<file path="src/rtl/reset_sequencer_pkg.sv">
// Shared types and helpers for the CPU reset sequencer.
package reset_sequencer_pkg;

  // Sequencer states; the encoding is visible on the Phase output.
  typedef enum logic [1:0] {
    ST_WAIT_LOCK = 2'd0,
    ST_STABLE    = 2'd1,
    ST_HOLD      = 2'd2,
    ST_RUN       = 2'd3
  } state_t;

  // Larger of two integers, used to size the shared phase counter.
  function automatic int max(input int a, input int b);
    return (a > b) ? a : b;
  endfunction

endpackage

</file>
<file path="src/rtl/reset_sequencer_sync_2ff.sv">
// Generic single-bit two-flop synchroniser with synchronous active-low reset.
module sync_2ff (
  input  logic i_clk,
  input  logic i_rst_n,
  input  logic i_d,
  output logic o_q
);

  logic r_meta;
  logic r_sync;

  // Two back-to-back flops give the first stage a full cycle to settle.
  always_ff @(posedge i_clk) begin
    if (!i_rst_n) begin
      r_meta <= 1'b0;
      r_sync <= 1'b0;
    end else begin
      r_meta <= i_d;
      r_sync <= r_meta;
    end
  end

  assign o_q = r_sync;

endmodule

</file>
<file path="src/rtl/reset_sequencer.sv">
// CPU reset sequencer: waits for a stable PLL lock, holds the core in reset
// through the BRAM init window, then releases it. Lock loss or a software
// request re-enters reset; lock losses out of RUN are counted (saturating).
module reset_sequencer
  import reset_sequencer_pkg::*;
#(
  parameter int LOCK_STABLE_CYCLES = 16,
  parameter int HOLD_CYCLES        = 127,
  parameter int LOSS_WIDTH         = 8
) (
  input  logic                  Clock,
  input  logic                  Reset,
  input  logic                  PllLocked,
  input  logic                  SoftReset,
  output logic                  CpuReset,
  output logic                  Running,
  output logic [1:0]            Phase,
  output logic [LOSS_WIDTH-1:0] LockLossCount
);

  localparam int CNT_RAW = $clog2(max(LOCK_STABLE_CYCLES, HOLD_CYCLES));
  localparam int CNT_W   = (CNT_RAW < 1) ? 1 : CNT_RAW;

  localparam logic [CNT_W-1:0] LOCK_LAST = CNT_W'(LOCK_STABLE_CYCLES - 1);
  localparam logic [CNT_W-1:0] HOLD_LAST = CNT_W'(HOLD_CYCLES - 1);

  logic                  w_lk;
  state_t                r_state;
  state_t                w_state_nxt;
  logic [CNT_W-1:0]      r_cnt;
  logic [CNT_W-1:0]      w_cnt_nxt;
  logic                  w_loss_inc;
  logic [LOSS_WIDTH-1:0] r_loss;
  logic                  r_cpu_reset;
  logic                  r_running;
  logic [1:0]            r_phase;

  sync_2ff u_lock_sync (
    .i_clk   (Clock),
    .i_rst_n (Reset),
    .i_d     (PllLocked),
    .o_q     (w_lk)
  );

  // Next-state logic; priority is lock loss, then SoftReset, then counting.
  always_comb begin
    w_state_nxt = r_state;
    w_cnt_nxt   = r_cnt;
    w_loss_inc  = 1'b0;
    case (r_state)
      ST_WAIT_LOCK: begin
        if (w_lk) begin
          w_state_nxt = ST_STABLE;
          w_cnt_nxt   = '0;
        end
      end
      ST_STABLE: begin
        if (!w_lk) begin
          w_state_nxt = ST_WAIT_LOCK;
          w_cnt_nxt   = '0;
        end else if (r_cnt == LOCK_LAST) begin
          w_state_nxt = ST_HOLD;
          w_cnt_nxt   = '0;
        end else begin
          w_cnt_nxt = r_cnt + CNT_W'(1);
        end
      end
      ST_HOLD: begin
        if (!w_lk) begin
          w_state_nxt = ST_WAIT_LOCK;
          w_cnt_nxt   = '0;
        end else if (SoftReset) begin
          w_cnt_nxt = '0;
        end else if (r_cnt == HOLD_LAST) begin
          w_state_nxt = ST_RUN;
          w_cnt_nxt   = '0;
        end else begin
          w_cnt_nxt = r_cnt + CNT_W'(1);
        end
      end
      ST_RUN: begin
        if (!w_lk) begin
          w_state_nxt = ST_WAIT_LOCK;
          w_cnt_nxt   = '0;
          w_loss_inc  = ~&r_loss;
        end else if (SoftReset) begin
          w_state_nxt = ST_HOLD;
          w_cnt_nxt   = '0;
        end
      end
      default: begin
        w_state_nxt = ST_WAIT_LOCK;
        w_cnt_nxt   = '0;
      end
    endcase
  end

  // State, counters and output decodes of the next state, all on one edge.
  always_ff @(posedge Clock) begin
    if (!Reset) begin
      r_state     <= ST_WAIT_LOCK;
      r_cnt       <= '0;
      r_loss      <= '0;
      r_cpu_reset <= 1'b1;
      r_running   <= 1'b0;
      r_phase     <= 2'd0;
    end else begin
      r_state     <= w_state_nxt;
      r_cnt       <= w_cnt_nxt;
      if (w_loss_inc) begin
        r_loss <= r_loss + LOSS_WIDTH'(1);
      end
      r_cpu_reset <= (w_state_nxt != ST_RUN);
      r_running   <= (w_state_nxt == ST_RUN);
      r_phase     <= w_state_nxt;
    end
  end

  assign CpuReset      = r_cpu_reset;
  assign Running       = r_running;
  assign Phase         = r_phase;
  assign LockLossCount = r_loss;

endmodule

</file>
<file path="config.mk">
export PLATFORM = sky130hd
export DESIGN_NAME = reset_sequencer
export DESIGN_NICKNAME = d
export VERILOG_FILES = /design/src/rtl/reset_sequencer_pkg.sv /design/src/rtl/reset_sequencer_sync_2ff.sv /design/src/rtl/reset_sequencer.sv
export SDC_FILE = /design/constraint.sdc
export NUM_CORES = 1
export LEC_CHECK = 0
export CORE_MARGIN = 2
export CORE_UTILIZATION = 53
export DETAILED_ROUTE_END_ITERATION = 8
export PLACE_DENSITY = 0.73
export SKIP_CTS_REPAIR_TIMING = 1
export SLEW_MARGIN = 15
export SYNTH_ARGS = -nofsm -noshare
export SYNTH_HDL_FRONTEND = slang
export SYNTH_HIERARCHICAL = 1
export SYNTH_SLANG_ARGS = --single-unit
</file>
<file path="constraint.sdc">
create_clock -name Clock -period 2.2 [get_ports Clock]
set_input_delay 0.33 -clock Clock [delete_from_list [all_inputs] [get_ports Clock]]
set_output_delay 0.33 -clock Clock [all_outputs]
set_load 0.01 [all_outputs]
</file>
==> key figures <==
Run status
  • Status: finished, final reports clean

Setup path
  • Type of the setup path with the least slack: flip-flop to flip-flop
  • Crit-path max FO: 7
  • Worst setup EP type: flip-flop
  • CP required: 2.42 ns
  • Crit path DAT: 2.16 ns
  • Worst setup SP type: flip-flop

Floorplanning
  • Die width: 51.48 um
  • I/O Pins: 16
  • DIE AREA: 0.002650 mm^2
  • Core box area: 0.002170 mm^2
  • Die H: 51.48 um
  • Row Count: 17
  • Initial Util: 0.5507

Worst hold path
  • Tightest Hold Check Type: flip-flop to flip-flop

Synthesis
  • Largest cells by area after synthesis: dfxtp_1, ha_1, mux2i_1
  • EDFF count, synth: 0
  • Post-synthesis area per instance: 9.483 um^2
  • Top cell type's share of synthesized area: 0.3518
  • Main synth FF type: dfxtp_1
  • Yosys reg bits: 21
  • Yosys cell types: 45
  • Post-Syn Nets: 138
  • Sequential area share after synthesis: 0.3518
  • Largest area contributor in the netlist: dfxtp_1
  • Synth Cell Area: 0.001195 mm^2
  • Ys async rst share: 0
  • YS warnings: 6
  • Mapped Cells: 126

Layout
  • Finished Layout Cells: 173
  • Area Growth Syn to Fin: 17.38%
  • Commonest non-fill, non-tap cells in the layout: dfxtp_1, clkdlybuf4s50_1, nand2_1
  • Antenna diode count: 0
  • Layout Nets: 158
  • Share of cells above drive strength 1: 0.1034
  • Commonest non-fill, non-tap cell in the layout: dfxtp_1
  • FILL cells: 204

Routing
  • Routed via count: 1,045
  • M1 WL: 1.194 mm
  • DR vias/cell: 6.040
  • WL final: 2.593 mm
  • Pre-Repair DR Iteration Count: 4
  • Highest Signal Layer: met4
  • Met3 wire len: 117 um
  • WL per Instance: 14.99 um
  • Met2 WL: 1.259 mm
  • Number of routed nets with antenna violations: 0
  • Post-route DRC: 0
  • First DRT Iteration DRCs: 26

STA
  • Worst-Margin Slew: 0.5184 ns
  • Final Skew: 0.007518 ns
  • Final Hold Fails: 0
  • Tcrit/Tclk final: 0.8839
  • Max_slew headroom: 0.6521
  • RSZ-0062 raised after global routing: false
  • Setup TNS: 0 ns
  • Final Max Tran Viols: 0
  • Final hold slack: 0.4554 ns
  • Fmax: 0.5142 GHz
  • Min setup slack post-route: 0.2554 ns
  • Crit path time final: 1.945 ns
  • # setup viols final: 0

CTS
  • Root buffer cell: clkbuf_4
  • Clk slew on worst S/H paths: 0.12 ns
  • Cts bufs inserted: 3
  • CTS Buffer Depth: 2
  • CTS H-Tree Depth: 1
  • CTS tree: yes
  • Clock sinks: 21
  • Later-pin clock latency in the skew report: 0.30 ns

Pwr
  • Static Leakage: 0.4742 nW
  • Max VDD drop: 0.4138 mV
  • P per Cell Area: 442.8 mW/mm^2
  • Tot Pwr: 0.6211 mW

Placed design
  • Detail Placement HPWL: 1.920 mm
  • PortBufs: 15
  • Global placer's final weighted congestion: 0.8079
  • Cells after DPL: 169
  • Place WS: 0.1135 ns

Global routing
  • GRT Total Usage: 0.2124
  • First-pass GRT wire length: 4.222 mm
  • Pin count of the biggest net entering global routing: 13
  • Vias in the first global route: 948
  • Initial antenna violation count: 0
  • Remaining global-route overflow: 0

Run
  • Maxcap violations: 0
==> metal layers <==
layer | GRT usage | vias up
li1 | - | 512
met1 | 0.2842 | 497
met2 | 0.3419 | 32
met3 | 0.03801 | 4
met4 | 0.07456 | 0
met5 | 0 | -
==> power breakdown <==
| group | leakage [nW] | total (mW) | switching [mW] | internal (mW) |
|---|---|---|---|---|
| Clock | 0.0150 | 0.186 | 0.116 | 0.0706 |
| Sequential | 0.170 | 0.387 | 0.00429 | 0.383 |
| Combinational | 0.290 | 0.0474 | 0.0264 | 0.0210 |
==> state kept, by name (all words and copies together), names as in the netlist <==
register	count
CpuReset	1
LockLossCount	8
Phase	2
Running	1
r_cnt	7
u_lock_sync/o_q	1
u_lock_sync/r_meta	1
==> cell type report <==
cell class	count	area (um^2)	share of cell area
Clock buffer	4	26.28	0.01873
Inverter	5	18.77	0.01338
Multi-Input combinational cell	97	729.5	0.5201
Sequential cell	21	420.4	0.2997
Tap cell	28	35.03	0.02498
Timing Repair Buffer	18	172.7	0.1231
==> path summary, 6_finish.rpt <==
check                      from              end  slack (ns)  depth (start not counted)
max                    Phase[0]         r_cnt[4]        0.26                          6
min          u_lock_sync/r_meta  u_lock_sync/o_q        0.46                          1
max reg2reg            Phase[0]         r_cnt[4]        0.26                          6
min reg2reg  u_lock_sync/r_meta  u_lock_sync/o_q        0.46                          1
==> logic make-up after synthesis <==
group	Yosys count	synth area share
fa+ha+maj	8	0.08377
simple gates	46	0.2555
buf+inv	8	0.03769
compound gates	35	0.2084
flops	21	0.3518
xor+xnor	4	0.02932
mux	4	0.03351
==> worst max-delay path, cell delays in order (launching register included) <==
cell	delay, ns
dfxtp_1	0.47
inv_1	0.13
ha_1	0.20
and2b_2	0.27
or3b_4	0.41
mux2i_1	0.13
a211oi_1	0.25
==> synthesized netlist by cell type, types with 4 or more instances <==
master / number
a21oi_1: 7
and2_1: 5
dfxtp_1: 21
ha_1: 8
inv_1: 5
mux2i_1: 4
nand2_1: 9
nand3_1: 6
nor2_1: 4
o21ai_0: 4
o31ai_1: 5
or4_1: 4
==> through the flow <==
step,util,cell area [um^2]
after global routing,0.6465,1403
after global placement,0.6344,1376
after floorplan,-,1195
after detailed placement,0.6344,1376
after CTS,0.6465,1403
final,0.6465,1403
No activity file was read; power rests on OpenSTA's default activity.
